==> src/rtl/clk_div_ctrl.sv <==
// Programmable clock/strobe divider with start/stop, counted bursts and a
// one-deep pending config slot applied only at period boundaries.
module clk_div_ctrl #(
    parameter int W             = 16,
    parameter int DEFAULT_DIV   = 2,
    parameter int DEFAULT_PULSE = 0,
    parameter int CLK_IDLE_VAL  = 0
) (
    input  logic         i_clk,
    input  logic         i_reset_n,
    input  logic         i_cfg_valid,
    output logic         o_cfg_ready,
    input  logic [W-1:0] i_cfg_div,
    input  logic         i_cfg_pulse,
    input  logic [W-1:0] i_cfg_burst,
    output logic         o_cfg_err,
    input  logic         i_start,
    input  logic         i_stop,
    output logic         o_clk,
    output logic         o_tick,
    output logic         o_busy,
    output logic         o_done
);
    localparam logic [1:0] S_IDLE = 2'd0;
    localparam logic [1:0] S_RUN  = 2'd1;
    localparam logic [1:0] S_STOP = 2'd2;

    logic [1:0]   state, state_n;
    logic [W-1:0] cnt, cnt_n, per_cnt, per_cnt_n;
    logic [W-1:0] act_div, act_div_n, act_burst, act_burst_n;
    logic         act_pulse, act_pulse_n;
    logic [W-1:0] pend_div, pend_div_n, pend_burst, pend_burst_n;
    logic         pend_pulse, pend_pulse_n, pend_vld, pend_vld_n;
    logic         done_n, busy_n, tick_n, clk_n;
    logic         cfg_hs, cfg_bad, cfg_ok, stop_now, last_per;

    assign o_cfg_ready = ~pend_vld;
    assign cfg_hs      = i_cfg_valid & o_cfg_ready;
    assign cfg_bad     = i_cfg_div < W'(2);
    assign cfg_ok      = cfg_hs & ~cfg_bad;
    assign stop_now    = (state == S_STOP) | i_stop;
    assign last_per    = (act_burst != '0) && (per_cnt == act_burst - 1'b1);

    always_comb begin
        state_n      = state;
        cnt_n        = cnt;
        per_cnt_n    = per_cnt;
        act_div_n    = act_div;
        act_pulse_n  = act_pulse;
        act_burst_n  = act_burst;
        pend_div_n   = pend_div;
        pend_pulse_n = pend_pulse;
        pend_burst_n = pend_burst;
        pend_vld_n   = pend_vld;
        done_n       = 1'b0;
        case (state)
            S_IDLE: begin
                cnt_n = '0;
                if (cfg_ok) begin
                    act_div_n   = i_cfg_div;
                    act_pulse_n = i_cfg_pulse;
                    act_burst_n = i_cfg_burst;
                end
                if (i_start && !i_stop) begin
                    state_n   = S_RUN;
                    per_cnt_n = '0;
                end
            end
            default: begin
                if (cfg_ok) begin
                    pend_div_n   = i_cfg_div;
                    pend_pulse_n = i_cfg_pulse;
                    pend_burst_n = i_cfg_burst;
                    pend_vld_n   = 1'b1;
                end
                if (cnt == act_div - 1'b1) begin
                    cnt_n = '0;
                    if (act_burst != '0)
                        per_cnt_n = per_cnt + 1'b1;
                    if (stop_now || last_per) begin
                        state_n = S_IDLE;
                        done_n  = 1'b1;
                        // A config accepted on the final edge must not strand in the slot.
                        if (cfg_ok) begin
                            act_div_n   = i_cfg_div;
                            act_pulse_n = i_cfg_pulse;
                            act_burst_n = i_cfg_burst;
                            pend_vld_n  = 1'b0;
                        end
                    end
                    if (pend_vld) begin
                        act_div_n   = pend_div;
                        act_pulse_n = pend_pulse;
                        act_burst_n = pend_burst;
                        pend_vld_n  = 1'b0;
                        per_cnt_n   = '0;
                    end
                end else begin
                    cnt_n = cnt + 1'b1;
                    if (stop_now)
                        state_n = S_STOP;
                end
            end
        endcase
    end

    // Outputs are registered from next-state values so o_clk never glitches.
    always_comb begin
        busy_n = (state_n != S_IDLE);
        tick_n = busy_n && (cnt_n == '0);
        clk_n  = 1'(CLK_IDLE_VAL);
        if (busy_n)
            clk_n = act_pulse_n ? (cnt_n == '0) : (cnt_n < (act_div_n >> 1));
    end

    always_ff @(posedge i_clk or negedge i_reset_n) begin
        if (!i_reset_n) begin
            state      <= S_IDLE;
            cnt        <= '0;
            per_cnt    <= '0;
            act_div    <= W'(DEFAULT_DIV);
            act_pulse  <= 1'(DEFAULT_PULSE);
            act_burst  <= '0;
            pend_div   <= '0;
            pend_pulse <= 1'b0;
            pend_burst <= '0;
            pend_vld   <= 1'b0;
            o_clk      <= 1'(CLK_IDLE_VAL);
            o_tick     <= 1'b0;
            o_busy     <= 1'b0;
            o_done     <= 1'b0;
            o_cfg_err  <= 1'b0;
        end else begin
            state      <= state_n;
            cnt        <= cnt_n;
            per_cnt    <= per_cnt_n;
            act_div    <= act_div_n;
            act_pulse  <= act_pulse_n;
            act_burst  <= act_burst_n;
            pend_div   <= pend_div_n;
            pend_pulse <= pend_pulse_n;
            pend_burst <= pend_burst_n;
            pend_vld   <= pend_vld_n;
            o_clk      <= clk_n;
            o_tick     <= tick_n;
            o_busy     <= busy_n;
            o_done     <= done_n;
            o_cfg_err  <= cfg_hs & cfg_bad;
        end
    end
endmodule

==> config.mk <==
export PLATFORM = sky130hd
export DESIGN_NAME = clk_div_ctrl
export DESIGN_NICKNAME = d
export VERILOG_FILES = /design/src/rtl/clk_div_ctrl.sv
export SDC_FILE = /design/constraint.sdc
export NUM_CORES = 1
export LEC_CHECK = 0
export CORE_MARGIN = 3
export CORE_UTILIZATION = 50
export DETAILED_ROUTE_END_ITERATION = 8
export PLACE_DENSITY = 0.81
export RECOVER_POWER = 25
export REMOVE_ABC_BUFFERS = 1
export SYNTH_ARGS = -nofsm -noshare
export SYNTH_HDL_FRONTEND = slang
export SYNTH_SLANG_ARGS = --single-unit
==> constraint.sdc <==
create_clock -name i_clk -period 5.79 [get_ports i_clk]
set_clock_uncertainty 0.15 [all_clocks]
set_input_delay 0.579 -clock i_clk [delete_from_list [all_inputs] [get_ports i_clk]]
set_output_delay 0.579 -clock i_clk [all_outputs]
set_load 0.1 [all_outputs]
==> flow_summary.toml <==
[synthesis]
syn_area_um2 = 6470
synth_compound_gate_area_share_pct = 18.7
synth_top_family_by_area = "compound AO/OA/AOI/OAI gates"
synth_top_area_share_pct = 40.6
synth_area_leaders = "dfrtp_1 (41%), mux2_2 (6.4%), o22a_1 (4.3%), xor2_1 (4.3%), xnor2_1 (4.1%)"
synth-main-ff-cell = "dfrtp_1"
synth_edf_count = 0
synth_cell_types = 63
muxShareOfSynthArea_pct = 7.22
synth-async-reset-ratio_pct = 100
yosys-top-cells-count = "dfrtp_1 (105), nor2_1 (56), mux2_2 (37), o22a_1 (32), xor2_1 (32)"
seq_area_frac_synth_pct = 41.0
yosysMostFrequentCell = "dfrtp_1"
synth-simple-area-share_pct = 18.2
ys_ff_latch = 106
syn_inst = 654
yosys_warnings = 0
syn_avg_cell_area_um2 = 9.89
synth_xor_area_share_pct = 8.40
synthAdderAreaFrac_pct = 3.48
yosysTopAreaCell = "dfrtp_1"

[place]
dp_worst_setup_slack_ns = 0.216
io_buffers = 43
dp.cells = 844
gp_congestion = 0.944
hpwl_um = 12300

[layout]
syn_to_final_growth_pct = 14.7
ff_latch_area_um2 = 2650
drive_above_1_share_pct = 13.9
layoutNonFillerInstCount = 860
layout.nets = 743
num-fill-cells = 1062
multi_input_area_um2 = 3650
antenna_cells = 0

[power_and_ir_drop]
finalPower_mw = 3.50
leakagePower_nw = 3.14
powerDensity_nw_per_um2 = 472
vdd_drop_max_v = 0.000330

[sta]
setup_viol = 0
worst_slew_pin_slew_ns = 2.53
slew_headroom_pct = -68.6
setup_ws_ns = 0.306
tns_ns = 0
fmax_mhz = 182
hold_viol = 0
maxSlewViolCount = 46
finalCriticalPeriod_ns = 5.48
hold_ws_ns = 0.354
fin_crit_sh_pct = 94.7

[clock_network]
cts_max_path_buffers = 2
htree_num_levels = 3
clk_pin_slew_ns = 0.08
clkLatencyLatePin_ns = 0.36
cts_buffers = 9
cts_tree = "built"
ctsHoldBuffers = 0
cts-resized-gates = 0
cts-root-buf = "clkbuf_16"
cts_num_sinks = 106
cts_setup_buffers = 0

[drt]
drcViolationCount = 0
firstDrtPassIters = 5
wl_per_cell_um = 19.3
drtAntennaViolNets = 0
first_iter_violations = 309
routed_via_density = 6.37
routed_wl_um = 16600
num_vias = 5482

[setup_path]
crit_fanout = 14
max_stage_delay_ns = 0.54
timing.rr.end = "o_clk"
cp_cell_sequence = "inv_1 > ha_1 > or4b_1 > or4_4 > nor3_1 > o22ai_1 > or4_4 > a21o_1 > a21o_1 > buf_4 > or2_2 > o221ai_1 > ha_1 > a21o_1 > a21o_1 > a21oi_1 > nand2_1 > a311oi_1 > o311ai_1 > o21ba_1 > o31a_1"
setup.worst_path.end_class = "flip-flop"
timing.rr.start = "act_div[0]"
crit_type = "reg -> reg"
arrival_ns = 5.64
cp_common_cell = "a21o_1"
cp-start-kind = "flip-flop"
slowest_stage = "or4b_1"
r2r_cells = 21
startpoint = "act_div[0]"
critPathRequiredTime_ns = 5.94
reg2reg_slack_ns = 0.31

[floorplanning]
die-area_um2 = 14300
die_h_um = 120
start_util_pct = 52.5
boundaryPins = 44
row_count = 40
die_w_um = 120
core-area_um2 = 12300

[global_route]
grt_max_degree = 63
grt.total_usage_pct = 23.9
overflow = 0
grt_pass1_wl_um = 27600
grt_pass1_vias = 5420
grt_antenna_before_repair = 0

[run_status]
status = "finished with violations"
violations = "capacitance limit, slew limit"

[hold_path]
hold_path_startpoint = "pend_div[1]"
worstHoldPathCells = 1
hp-class = "reg -> reg"
min_to = "pend_div[1]"

[flow_run]
maxCapViolations = 2
## area by class of cell
type	instances	area share, %
Tap cell	168	2.83
Inverter	14	0.708
Clock inverter	7	1.38
Clock buffer	9	3.03
Timing Repair Buffer	57	7.15
Sequential cell	106	35.8
Multi-Input combinational cell	499	49.1
## critical path, delay by kind of cell (launching register included)
kind / cells / cell delay, ns
AND/OR/NAND/NOR: 6 / 2.11
AO/OA/AOI/OAI: 11 / 1.93
adder cells (fa/ha/maj): 2 / 0.51
flip-flops: 1 / 0.45
buffers and inverters: 2 / 0.28
## worst max-delay path by stage
stage                     cells past startpoint  slack (ns)  endpoint
after floorplan                              18        0.27     o_clk
after global placement                       20        0.37     o_clk
after detailed placement                     20        0.22     o_clk
after CTS                                    20        0.17     o_clk
after global routing                         21      -0.002     o_clk
final                                        21        0.31     o_clk
## per-stage QoR
stage	util [%]	instance area, µm²
after detailed placement	57.5	7080
after global placement	57.5	7080
final	60.3	7420
after global routing	60.3	7420
after floorplan	-	6330
after CTS	60.1	7400
## flip-flops by register name, summed over array words and instances, names as in the netlist, 2 cells and up
register / flops
act_burst: 16
act_div: 16
cnt: 16
pend_burst: 16
pend_div: 16
per_cnt: 16
state: 2
## per-layer routing
metal,global-route usage [%],wire [µm]
met1,30.8,7160
met3,4.43,977
met5,0,0
met4,8.45,421
met2,40.5,8070
## cells by family after synthesis
family                     after synthesis
muxes                                   42
buffers and inverters                   49
AOI/OAI and AO/OA                      154
DFF                                    106
xor gates and xnor gates                62
adders and majority gates               18
and+or+nand+nor                        223
## power breakdown
part	internal, mW	switching [mW]	total (mW)
sequential	0.994	0.332	1.33
clock	0.352	0.317	0.669
combinational	0.754	0.751	1.51
total	2.10	1.40	3.50
## placed cells by master (no fill, tap or decap), types with 5 or more instances in the layout
cell and n:
o221a_2 13, xnor2_1 30, nand3_1 22, clkbuf_16 9, mux2i_1 5, or2_1 9, buf_4 12, nor2_1 56
mux2_2 37, o22a_1 32, o31ai_1 5, xor2_1 32, nor3b_1 5, and3_1 12, nand2_1 28, dfrtp_1 105
nand4_1 13, a21o_1 8, a31oi_1 9, inv_1 14, nor4_1 12, ha_1 18, nor3_1 29, o221ai_1 13
a21oi_1 17, o21ai_0 17, clkdlybuf4s50_1 42
No activity file was read; power rests on OpenSTA's default activity.
